**src/rtl/vc_fifo_bank.sv**
```systemverilog
// Bank of NUM_VC independent circular FIFOs with threshold flags, peek bus and error reporting.
// Latency: a write is counted after its edge and readable one edge later; data_out is registered.
// Backpressure: none towards the writer; overflow/underflow are dropped and reported on error.
// Build option VC_FIFO_STICKY_ERR_EN: error holds until reset/init (default: one-cycle pulse).
module vc_fifo_bank #(
  parameter int DATA_WIDTH = 6,
  parameter int ADDR_WIDTH = 4,
  parameter int NUM_VC     = 2
) (
  input  logic                             clk,
  input  logic                             reset,
  input  logic                             init,
  input  logic [NUM_VC-1:0]                wr_enable,
  input  logic [NUM_VC-1:0]                rd_enable,
  input  logic [NUM_VC*DATA_WIDTH-1:0]     data_in,
  input  logic [NUM_VC*ADDR_WIDTH-1:0]     umbral_af,
  input  logic [NUM_VC*ADDR_WIDTH-1:0]     umbral_ae,
  output logic [NUM_VC*DATA_WIDTH-1:0]     data_out,
  output logic [NUM_VC*DATA_WIDTH-1:0]     data_peek,
  output logic [NUM_VC-1:0]                full,
  output logic [NUM_VC-1:0]                empty,
  output logic [NUM_VC-1:0]                almost_full,
  output logic [NUM_VC-1:0]                almost_empty,
  output logic [NUM_VC-1:0]                error,
  output logic [NUM_VC*(ADDR_WIDTH+1)-1:0] count
);

  localparam int DEPTH = 2 ** ADDR_WIDTH;
  // Occupancy value of a completely full channel (one bit wider than the pointers).
  localparam logic [ADDR_WIDTH:0] DEPTH_CNT = {1'b1, {ADDR_WIDTH{1'b0}}};

  // Either reset source clears state at the edge and forces the flags while low.
  logic rst_act;
  assign rst_act = ~reset | ~init;

  for (genvar k = 0; k < NUM_VC; k++) begin : g_vc
    logic [DATA_WIDTH-1:0] mem_q [DEPTH];
    logic [ADDR_WIDTH-1:0] wr_ptr_q, wr_ptr_d;
    logic [ADDR_WIDTH-1:0] rd_ptr_q, rd_ptr_d;
    logic [ADDR_WIDTH:0]   cnt_q, cnt_d;
    logic [DATA_WIDTH-1:0] dout_q, dout_d;
    logic                  err_q, err_d;
    logic [ADDR_WIDTH:0]   af_thr;
    logic [ADDR_WIDTH:0]   ae_thr;
    logic [DATA_WIDTH-1:0] din;
    logic                  wr_req, rd_req;
    logic                  full_raw, empty_raw;
    logic                  wr_ok, rd_ok, err_evt;

    assign wr_req = wr_enable[k];
    assign rd_req = rd_enable[k];
    assign din    = data_in[k*DATA_WIDTH +: DATA_WIDTH];

    // umbral_af==0 puts the threshold at DEPTH, which only a full channel meets, so the flag stays low.
    assign af_thr = DEPTH_CNT - {1'b0, umbral_af[k*ADDR_WIDTH +: ADDR_WIDTH]};
    assign ae_thr = {1'b0, umbral_ae[k*ADDR_WIDTH +: ADDR_WIDTH]};

    assign full_raw  = (cnt_q == DEPTH_CNT);
    assign empty_raw = (cnt_q == '0);

    // A write into a full channel is still accepted when a pop frees the slot in the same cycle.
    assign wr_ok   = wr_req & (~full_raw | rd_req);
    assign rd_ok   = rd_req & ~empty_raw;
    assign err_evt = (wr_req & full_raw & ~rd_req) | (rd_req & empty_raw);

    // Next-state for pointers, occupancy, popped data and error.
    always_comb begin
      wr_ptr_d = wr_ptr_q;
      rd_ptr_d = rd_ptr_q;
      cnt_d    = cnt_q;
      dout_d   = '0;
      if (wr_ok) begin
        wr_ptr_d = wr_ptr_q + 1'b1;
      end
      if (rd_ok) begin
        rd_ptr_d = rd_ptr_q + 1'b1;
        dout_d   = mem_q[rd_ptr_q];
      end
      case ({wr_ok, rd_ok})
        2'b10:   cnt_d = cnt_q + 1'b1;
        2'b01:   cnt_d = cnt_q - 1'b1;
        default: cnt_d = cnt_q;
      endcase
`ifdef VC_FIFO_STICKY_ERR_EN
      err_d = err_q | err_evt;
`else
      err_d = err_evt;
`endif
    end

    // Channel state registers with synchronous clear from reset or init.
    always_ff @(posedge clk) begin
      if (rst_act) begin
        wr_ptr_q <= '0;
        rd_ptr_q <= '0;
        cnt_q    <= '0;
        dout_q   <= '0;
        err_q    <= 1'b0;
      end else begin
        wr_ptr_q <= wr_ptr_d;
        rd_ptr_q <= rd_ptr_d;
        cnt_q    <= cnt_d;
        dout_q   <= dout_d;
        err_q    <= err_d;
      end
    end

    // Storage array; contents survive reset, only writes accepted outside reset land here.
    always_ff @(posedge clk) begin
      if (wr_ok && !rst_act) begin
        mem_q[wr_ptr_q] <= din;
      end
    end

    assign full[k]         = ~rst_act & full_raw;
    assign empty[k]        = rst_act | empty_raw;
    assign almost_full[k]  = ~rst_act & (cnt_q >= af_thr) & ~full_raw;
    assign almost_empty[k] = ~rst_act & (cnt_q <= ae_thr) & ~empty_raw;
    assign error[k]        = err_q;

    assign count[k*(ADDR_WIDTH+1) +: (ADDR_WIDTH+1)] = cnt_q;
    assign data_out[k*DATA_WIDTH +: DATA_WIDTH]      = dout_q;
    // Head-of-queue word; only meaningful while the channel is non-empty.
    assign data_peek[k*DATA_WIDTH +: DATA_WIDTH]     = mem_q[rd_ptr_q];
  end

endmodule

```
**config.mk**
```make
export PLATFORM = sky130hd
export DESIGN_NAME = vc_fifo_bank
export DESIGN_NICKNAME = d
export VERILOG_FILES = /design/src/rtl/vc_fifo_bank.sv
export SDC_FILE = /design/constraint.sdc
export NUM_CORES = 1
export LEC_CHECK = 0
export ABC_AREA = 1
export CORE_ASPECT_RATIO = 1.2
export CORE_MARGIN = 5
export CORE_UTILIZATION = 55
export CTS_BUF_LIST = sky130_fd_sc_hd__clkbuf_8
export DETAILED_ROUTE_END_ITERATION = 16
export GPL_ROUTABILITY_DRIVEN = 0
export HOLD_SLACK_MARGIN = 0.08
export PLACE_DENSITY = 0.78
export SYNTH_ARGS = -nofsm -noshare
export SYNTH_HDL_FRONTEND = slang
export SYNTH_SLANG_ARGS = --single-unit
```
**constraint.sdc**
```tcl
create_clock -name clk -period 2.2 [get_ports clk]
set_input_delay 0.22 -clock clk [delete_from_list [all_inputs] [get_ports clk]]
set_output_delay 0.22 -clock clk [all_outputs]
set_load 0.02 [all_outputs]
```
==> summary.md, run 1 <==
| Metric | Value |
|---|---|
| Status | `finished clean` |
| Unrepaired setup endpoints after global routing | `yes` |
| Tcrit/Tclk final | `97.6%` |
| DRC | `0` |
| Worst-path fanout max | `3` |
| Hold WC Path Type | `input port to flip-flop` |
| First-pass DRT Iterations | `6` |
| DR WL/cell | `16.1 um` |
| Core Area | `0.0196 sq mm` |
| Crit Path Category | `flip-flop to primary output` |
| Die ar. | `0.0229 sq mm` |
| Power share of the combinational group | `14.5%` |
| Antenna Cells | `0` |
| Crit path top cell by count | `nor3_2` |
| Relative slew slack | `46.8%` |
| First-pass GRT wire length | `41.4 mm` |
| Cell area after synthesis | `0.0110 sq mm` |
| Worst Path Buf+Inv | `2` |
| Site row count | `56` |
| Total wire length | `26.0 mm` |
| Multi-input logic area | `0.00364 sq mm` |
| CTS H-tree lvls | `2` |
| Root buf cell | `clkbuf_8` |
| Clk buf depth | `3` |
| Layout Cells excl Fill | `1616` |
| Register area | `0.00675 sq mm` |
| Fmax | `466 MHz` |
| Synth top area share | `52.5%` |
| Via count | `8499` |
| Clk_lat worst skew | `0.53 ns` |
| Worst-path cell chain | `buf_6 > ha_4 > nand2_1 > nor3_2 > nor3_2 > nor3_1 > buf_4` |
| Die Width | `139 um` |
| Syn Area/Cell | `9.45 sq um` |
| Placed cell count | `1540` |
| Initial core utilization | `55.9%` |
| Setup crit end kind | `primary output` |
| Fin. Hold Viols | `0` |
| Fill count | `1455` |
| Hold buffers post-CTS | `0` |
| Post-synth top area cell | `edfxtp_1` |
| Final ANT Viol Nets | `0` |
| Total GRT Usage | `22.4%` |
| Netlist cell types | `28` |
| Int Power | `7840 uW` |
| Gr ovfl total | `0` |
| Max-Cap Viols | `0` |
| P_leak | `0.00600 uW` |
| Post-layout nets | `1396` |
| DR vias/cell | `5.26` |
| Synth Instances | `1162` |
| Sequential element share of the synthesized area | `61.3%` |
| Initial antenna violation count | `0` |
| CTS Sinks | `240` |
| Yosys reg bits | `240` |
| Final TNS setup | `0 ns` |
| Largest net degree at the start of global routing | `28` |
| Fin util | `69.7%` |
| Critical Path RT | `1.98 ns` |
| Share of cells above drive strength 1 | `15.9%` |
| Clock Skews | `0.0325 ns` |
| Initial DRC count | `564` |
| Clk pwr share | `37.7%` |
| Hpwl dp | `16.7 mm` |
| Area delta synth->final | `24.6%` |
| Clock slew at reported path FFs | `0.06 ns` |
| Register-to-register setup slack | `0.15 ns` |
| Max stage delay on crit path | `0.36 ns` |
| Worst path arrival time | `1.93 ns` |
| CP startpoint kind | `flip-flop` |
| Setup-failing EPs final | `0` |
| Ys Warns | `0` |
| Sw Share | `25.5%` |
| Sequential Power Share | `47.7%` |
| Final Slew Violations | `0` |
| Syn Nets | `1233` |
| TritonCTS Buffers | `38` |
| Slowest cell on crit path | `dfxtp_4` |
| Final Critical Period | `2.15 ns` |
| VDD IR-drop max | `0.587 mV` |
| Cell family with the largest share of critical-path delay | `simple AND/OR/NAND/NOR gates` |
| Vias in the first global route | `8629` |
| Tightest Pin Transition | `0.796 ns` |
| IO Port Bufs | `78` |
| Switching pwr | `2680 uW` |
| Synth area leaders | `edfxtp_1 53%, nand2_1 13%, dfxtp_1 8.8%` |
| Die height | `165 um` |
| I/O pins | `79` |
| Power Density | `769 mW/mm^2` |
| CTS tree | `done` |
-- cell usage after synthesis --
cell type and n:
ha_1 36, o21bai_1 1, nor3_1 6, nand2_1 372, dfxtp_1 48, o211ai_1 2, xnor2_1 4, clkinv_1 1
buf_4 7, nor2_2 1, o21ai_0 19, a22oi_1 1, nand3b_1 1, nand2_4 1, clkbuf_1 7, nand3_1 154
inv_2 5, edfxtp_1 192, nand4_1 5, a21oi_1 43, buf_2 20, buf_1 2, nand2_2 1, buf_6 3
nor2_1 59, nor3b_1 2, xor2_1 10, inv_1 159
-- cell type report --
class                           instances  share of cell area [%]
Multi-Input combinational cell        718                    26.6
Clock buffer                           46                    4.63
Timing Repair Buffer                  162                    11.1
Tap cell                              261                    2.39
Sequential cell                       240                    49.4
Clock inverter                         24                    1.35
Inverter                              165                    4.58
-- registers in the layout, indices dropped and copies added (netlist names), named ones only --
name / count
g_vc.err_q: 2
g_vc.dout_q: 12
g_vc.cnt_q: 10
g_vc.wr_ptr_q: 8
g_vc.mem_q: 192
g_vc.rd_ptr_q: 8
-- per-stage QoR --
step / setup slack [ns] / area, sq um / power (uW) / hold WS [ns]
detailed placement: -0.597 / 12500 / 6500 / 0.479
floorplan: 0.0137 / 11000 / 5920 / 0.319
CTS: -0.116 / 13400 / 10500 / 0.379
global placement: -0.574 / 12500 / 6450 / 0.469
global route: -0.0585 / 13700 / 11000 / 0.430
finish: 0.0528 / 13700 / 10500 / 0.403
-- layer usage --
metal | vias to the layer above | global-route usage [%] | part of all wire [%]
met2 | 334 | 42.0 | 53
met1 | 3935 | 24.1 | 37
met4 | 0 | 12.5 | 4.9
li1 | 4122 | - | -
met5 | - | 0 | 0
met3 | 108 | 3.85 | 5.6
-- power groups by stage --
stage                     Sequential, uW  Clock [uW]  Combinational, uW
final                               5020        3970               1530
after CTS                           5010        4030               1430
after global routing                5030        4240               1690
after detailed placement            5110           0               1390
after global placement              5100           0               1350
after floorplan                     5130           0                785
-- logic make-up (layout without fill, tap and decap cells) --
family	count (synthesis)	count (layout)	share of synthesized area (%)
compound gates	66	66	3.10
buf+inv	204	397	7.65
simple gates	602	602	22.7
fa+ha+maj	36	36	4.10
xor+xnor	14	14	1.12
flops	240	240	61.3
-- worst register-to-register path: cells and delay by family, from the launching register on --
family	cells	cell delay, ns
and+or+nand+nor	8	0.98
buffers and inverters	5	0.45
DFF	1	0.35
adders and majority gates	1	0.16
-- final timing paths --
kind,from,to,cells after the start
worst max-delay path,g_vc[0].cnt_q[1],almost_full[0],7
worst min-delay path,rd_enable[0],g_vc[0].err_q,3
worst max register to register,g_vc[0].cnt_q[4],g_vc[0].cnt_q[3],14
worst min register to register,g_vc[1].rd_ptr_q[2],g_vc[1].rd_ptr_q[2],2
-- layout by cell type, fill, tap and decap left out, types with 3 or more instances in the layout --
cell	netlist	layout
xor2_1	10	10
dfxtp_4	0	6
nor3_1	6	3
xnor2_1	4	4
a21oi_1	43	41
dlymetal6s2s_1	0	3
buf_12	0	5
inv_6	0	3
dfxtp_2	0	3
ha_1	36	28
clkdlybuf4s50_1	0	55
o21ai_0	19	16
nor3_2	0	3
buf_16	0	3
ha_4	0	6
nor2_1	59	55
dfxtp_1	48	39
clkbuf_8	0	46
bufinv_16	0	3
edfxtp_1	192	192
buf_6	3	3
buf_2	20	7
inv_2	5	8
nand2_1	372	369
nand2_2	1	3
inv_1	159	167
nor2_4	0	4
clkinv_2	0	5
nand3_2	0	14
dlygate4sd2_1	0	3
nand4_1	5	5
buf_4	7	79
nand3_1	154	140
-- repair_timing --
action | 4_1_cts | 5_1_grt
setup endpoints to repair | 19 | 25
resized for setup | 85 | 74
buffers inserted | 0 | 2
gates cloned | 4 | 0
pin swaps | 6 | 19
Note: power is estimated with default switching activity, not from simulation.
==> run 2: changes to the inputs <==
--- a/config.mk
+++ b/config.mk
@@ -8,12 +8,12 @@
 export ABC_AREA = 1
 export CORE_ASPECT_RATIO = 1.2
 export CORE_MARGIN = 5
-export CORE_UTILIZATION = 55
+export CORE_UTILIZATION = 54
 export CTS_BUF_LIST = sky130_fd_sc_hd__clkbuf_8
 export DETAILED_ROUTE_END_ITERATION = 16
 export GPL_ROUTABILITY_DRIVEN = 0
 export HOLD_SLACK_MARGIN = 0.08
-export PLACE_DENSITY = 0.78
+export PLACE_DENSITY = 0.77
 export SYNTH_ARGS = -nofsm -noshare
 export SYNTH_HDL_FRONTEND = slang
 export SYNTH_SLANG_ARGS = --single-unit
==> run 2 against run 1 <==
  * Maximum frequency shrank 0.80%
  * Clock skew about the same
  * Via count shrank 2.0%
  * Cell area decreased by 1.7%
  * Critical path depth increased by 2
  * Register-to-register slack about the same
  * Routed wire length down 4.0%
  * Global-route usage fell by 1.2 points
  * Cell count is essentially flat
  * First-iteration DRC count grew 3.5%
  * Setup slack got worse by 0.017 ns
  * Sequential power hardly changed
==> summary.md, run 2 (synthesis gave the netlist of run 1 again) <==
| Metric | Value |
|---|---|
| Pre-CTS WS | `-0.621 ns (-0.0244 ns)` |
| Core Area | `0.0201 sq mm (+2.5%)` |
| Max-Cap Viols | `0 (unchanged)` |
| VDD IR-drop max | `0.493 mV (-16%)` |
| Clk buf depth | `3 (unchanged)` |
| Placed cell count | `1545 (+0.32%)` |
| Power Density | `743 mW/mm^2 (-3.5%)` |
| Largest Register | `g_vc.mem_q` |
| Root buf cell | `clkbuf_8` |
| Final ANT Viol Nets | `0 (unchanged)` |
| Unrepaired setup endpoints after global routing | `yes` |
| Die ar. | `0.0233 sq mm (+1.7%)` |
| Total power | `9990 uW (-5.1%)` |
| Hold WC Path Type | `input port to flip-flop` |
| First-pass GRT wire length | `40.3 mm (-2.9%)` |
| Commonest non-fill, non-tap cell in the layout | `nand2_1` |
| Gr ovfl total | `0 (unchanged)` |
| DR WL/cell | `15.4 um (-4.0%)` |
| Vias in the first global route | `8393 (-2.7%)` |
| Share of cells above drive strength 1 | `14.8% (-1.1 points)` |
| Worst-path fanout max | `18 (+15)` |
| CTS Sinks | `240 (unchanged)` |
| Largest regs | `g_vc.mem_q: 192 flops, g_vc.dout_q: 12 flops, g_vc.cnt_q: 10 flops` |
| Total GRT Usage | `21.3% (-1.2 points)` |
| Antenna Cells | `0 (unchanged)` |
| CTS H-tree lvls | `2 (unchanged)` |
| Die Width | `140 um (+0.86%)` |
| Tcrit/Tclk final | `98.4% (+0.79 points)` |
| Setup-failing EPs final | `0 (unchanged)` |
| Tightest Pin Transition | `0.826 ns (+0.0306 ns)` |
| CP startpoint kind | `flip-flop` |
| Area delta synth->final | `22.5%` |
| P_leak | `0.00590 uW (-1.7%)` |
| DRC | `0 (unchanged)` |
| Status | `finished clean` |
| CTS tree | `done` |
| Layout Cells excl Fill | `1615 (-0.062%)` |
| Final Slew Violations | `0 (unchanged)` |
| Final Critical Period | `2.16 ns (+0.0173 ns)` |
| IO Port Bufs | `78 (unchanged)` |
| Critical Path RT | `1.98 ns (about the same)` |
| Initial antenna violation count | `0 (unchanged)` |
| Largest net degree at the start of global routing | `28 (unchanged)` |
| TritonCTS Buffers | `37 (-2.6%)` |
| Hpwl dp | `17.3 mm (+3.3%)` |
| First-pass DRT Iterations | `5 (-1)` |
| DR vias/cell | `5.16 (-1.9%)` |
| Via count | `8331 (-2.0%)` |
| Setup crit end kind | `primary output` |
| Total wire length | `24.9 mm (-4.0%)` |
| Initial DRC count | `584 (+3.5%)` |
| Site row count | `57 (+1.8%)` |
| Die height | `166 um (+0.87%)` |
| Hold buffers post-CTS | `0 (unchanged)` |
| Crit Path Category | `flip-flop to primary output` |
| Post-route setup slack | `0.0355 ns (-0.0173 ns)` |
| Clk_lat worst skew | `0.55 ns (+0.02 ns)` |
| Fmax | `462 MHz (-0.80%)` |
| Relative slew slack | `44.7% (-2.0 points)` |
| Worst path arrival time | `1.94 ns (about the same)` |
| Commonest cells after routing, fill and taps aside | `367 x nand2_1, 192 x edfxtp_1, 169 x inv_1` |
| I/O pins | `79 (unchanged)` |
| Clock slew at reported path FFs | `0.06 ns (about the same)` |
| Initial core utilization | `54.6% (-1.4 points)` |
| Clock Skews | `0.0326 ns (+0.000115 ns)` |
| Fin. Hold Viols | `0 (unchanged)` |
| Post-layout nets | `1392 (-0.29%)` |
| Max reg flops | `192 (unchanged)` |
==> run 2: cell type report <==
class	instances	area [sq um]
flip-flops and latches	240	6750
fillers	1555	6660
multi-input cells	718	3570
repair buffers	159	1460
inverters	165	624
clock buffers	44	606
well taps	265	332
clock inverters	24	106
==> run 2: metrics by stage <==
step	cell area [sq um]	util, %	TNS [ns]	hold WS [ns]
2_1_floorplan	11000	-	0	0.319
5_1_grt	13400	66.9	-0.203	0.398
3_5_place_dp	12500	62.3	-1.47	0.480
6_report	13400	66.9	0	0.382
4_1_cts	13300	65.9	-0.0771	0.354
3_3_place_gp	12500	62.3	-1.11	0.460
==> run 2: layer usage <==
layer  global-route usage, %  routed length [um]
met4                    9.86                 976
met2                    39.4               13500
met3                    3.49                1120
met5                       0                   0
met1                    23.6                9380
==> run 2: path summary, 6_finish.rpt <==
path | startpoint | to | slack (ns) | cells after the start
setup / recovery | flip-flop | data_peek[4] | 0.04 | 9
hold / removal | rd_enable[1] | g_vc[1].err_q | 0.38 | 3
setup reg to reg | g_vc[0].cnt_q[2] | g_vc[0].cnt_q[2] | 0.16 | 15
hold reg to reg | g_vc[1].rd_ptr_q[2] | g_vc[1].rd_ptr_q[2] | 0.49 | 2
==> run 2: report_power, final <==
part           internal, uW  switching, uW
Sequential             4960           61.9
Combinational           584            892
Clock                  1830           1660
==> run 2: critical path: stages, from the launching register on <==
cell and delay (ns):
dfxtp_4 0.37, inv_4 0.08, bufbuf_16 0.30, nand2_1 0.06
nand2_1 0.08, nand2_1 0.06, nand3_1 0.09, nand3_1 0.11
nand2_1 0.11, buf_4 0.15
==> run 2: timing repair <==
action                     4_1_cts  5_1_grt
pin swaps                        8       15
setup endpoints to repair       18       25
cloned                           1        1
setup buffers                    0        0
gates resized for setup         73       67
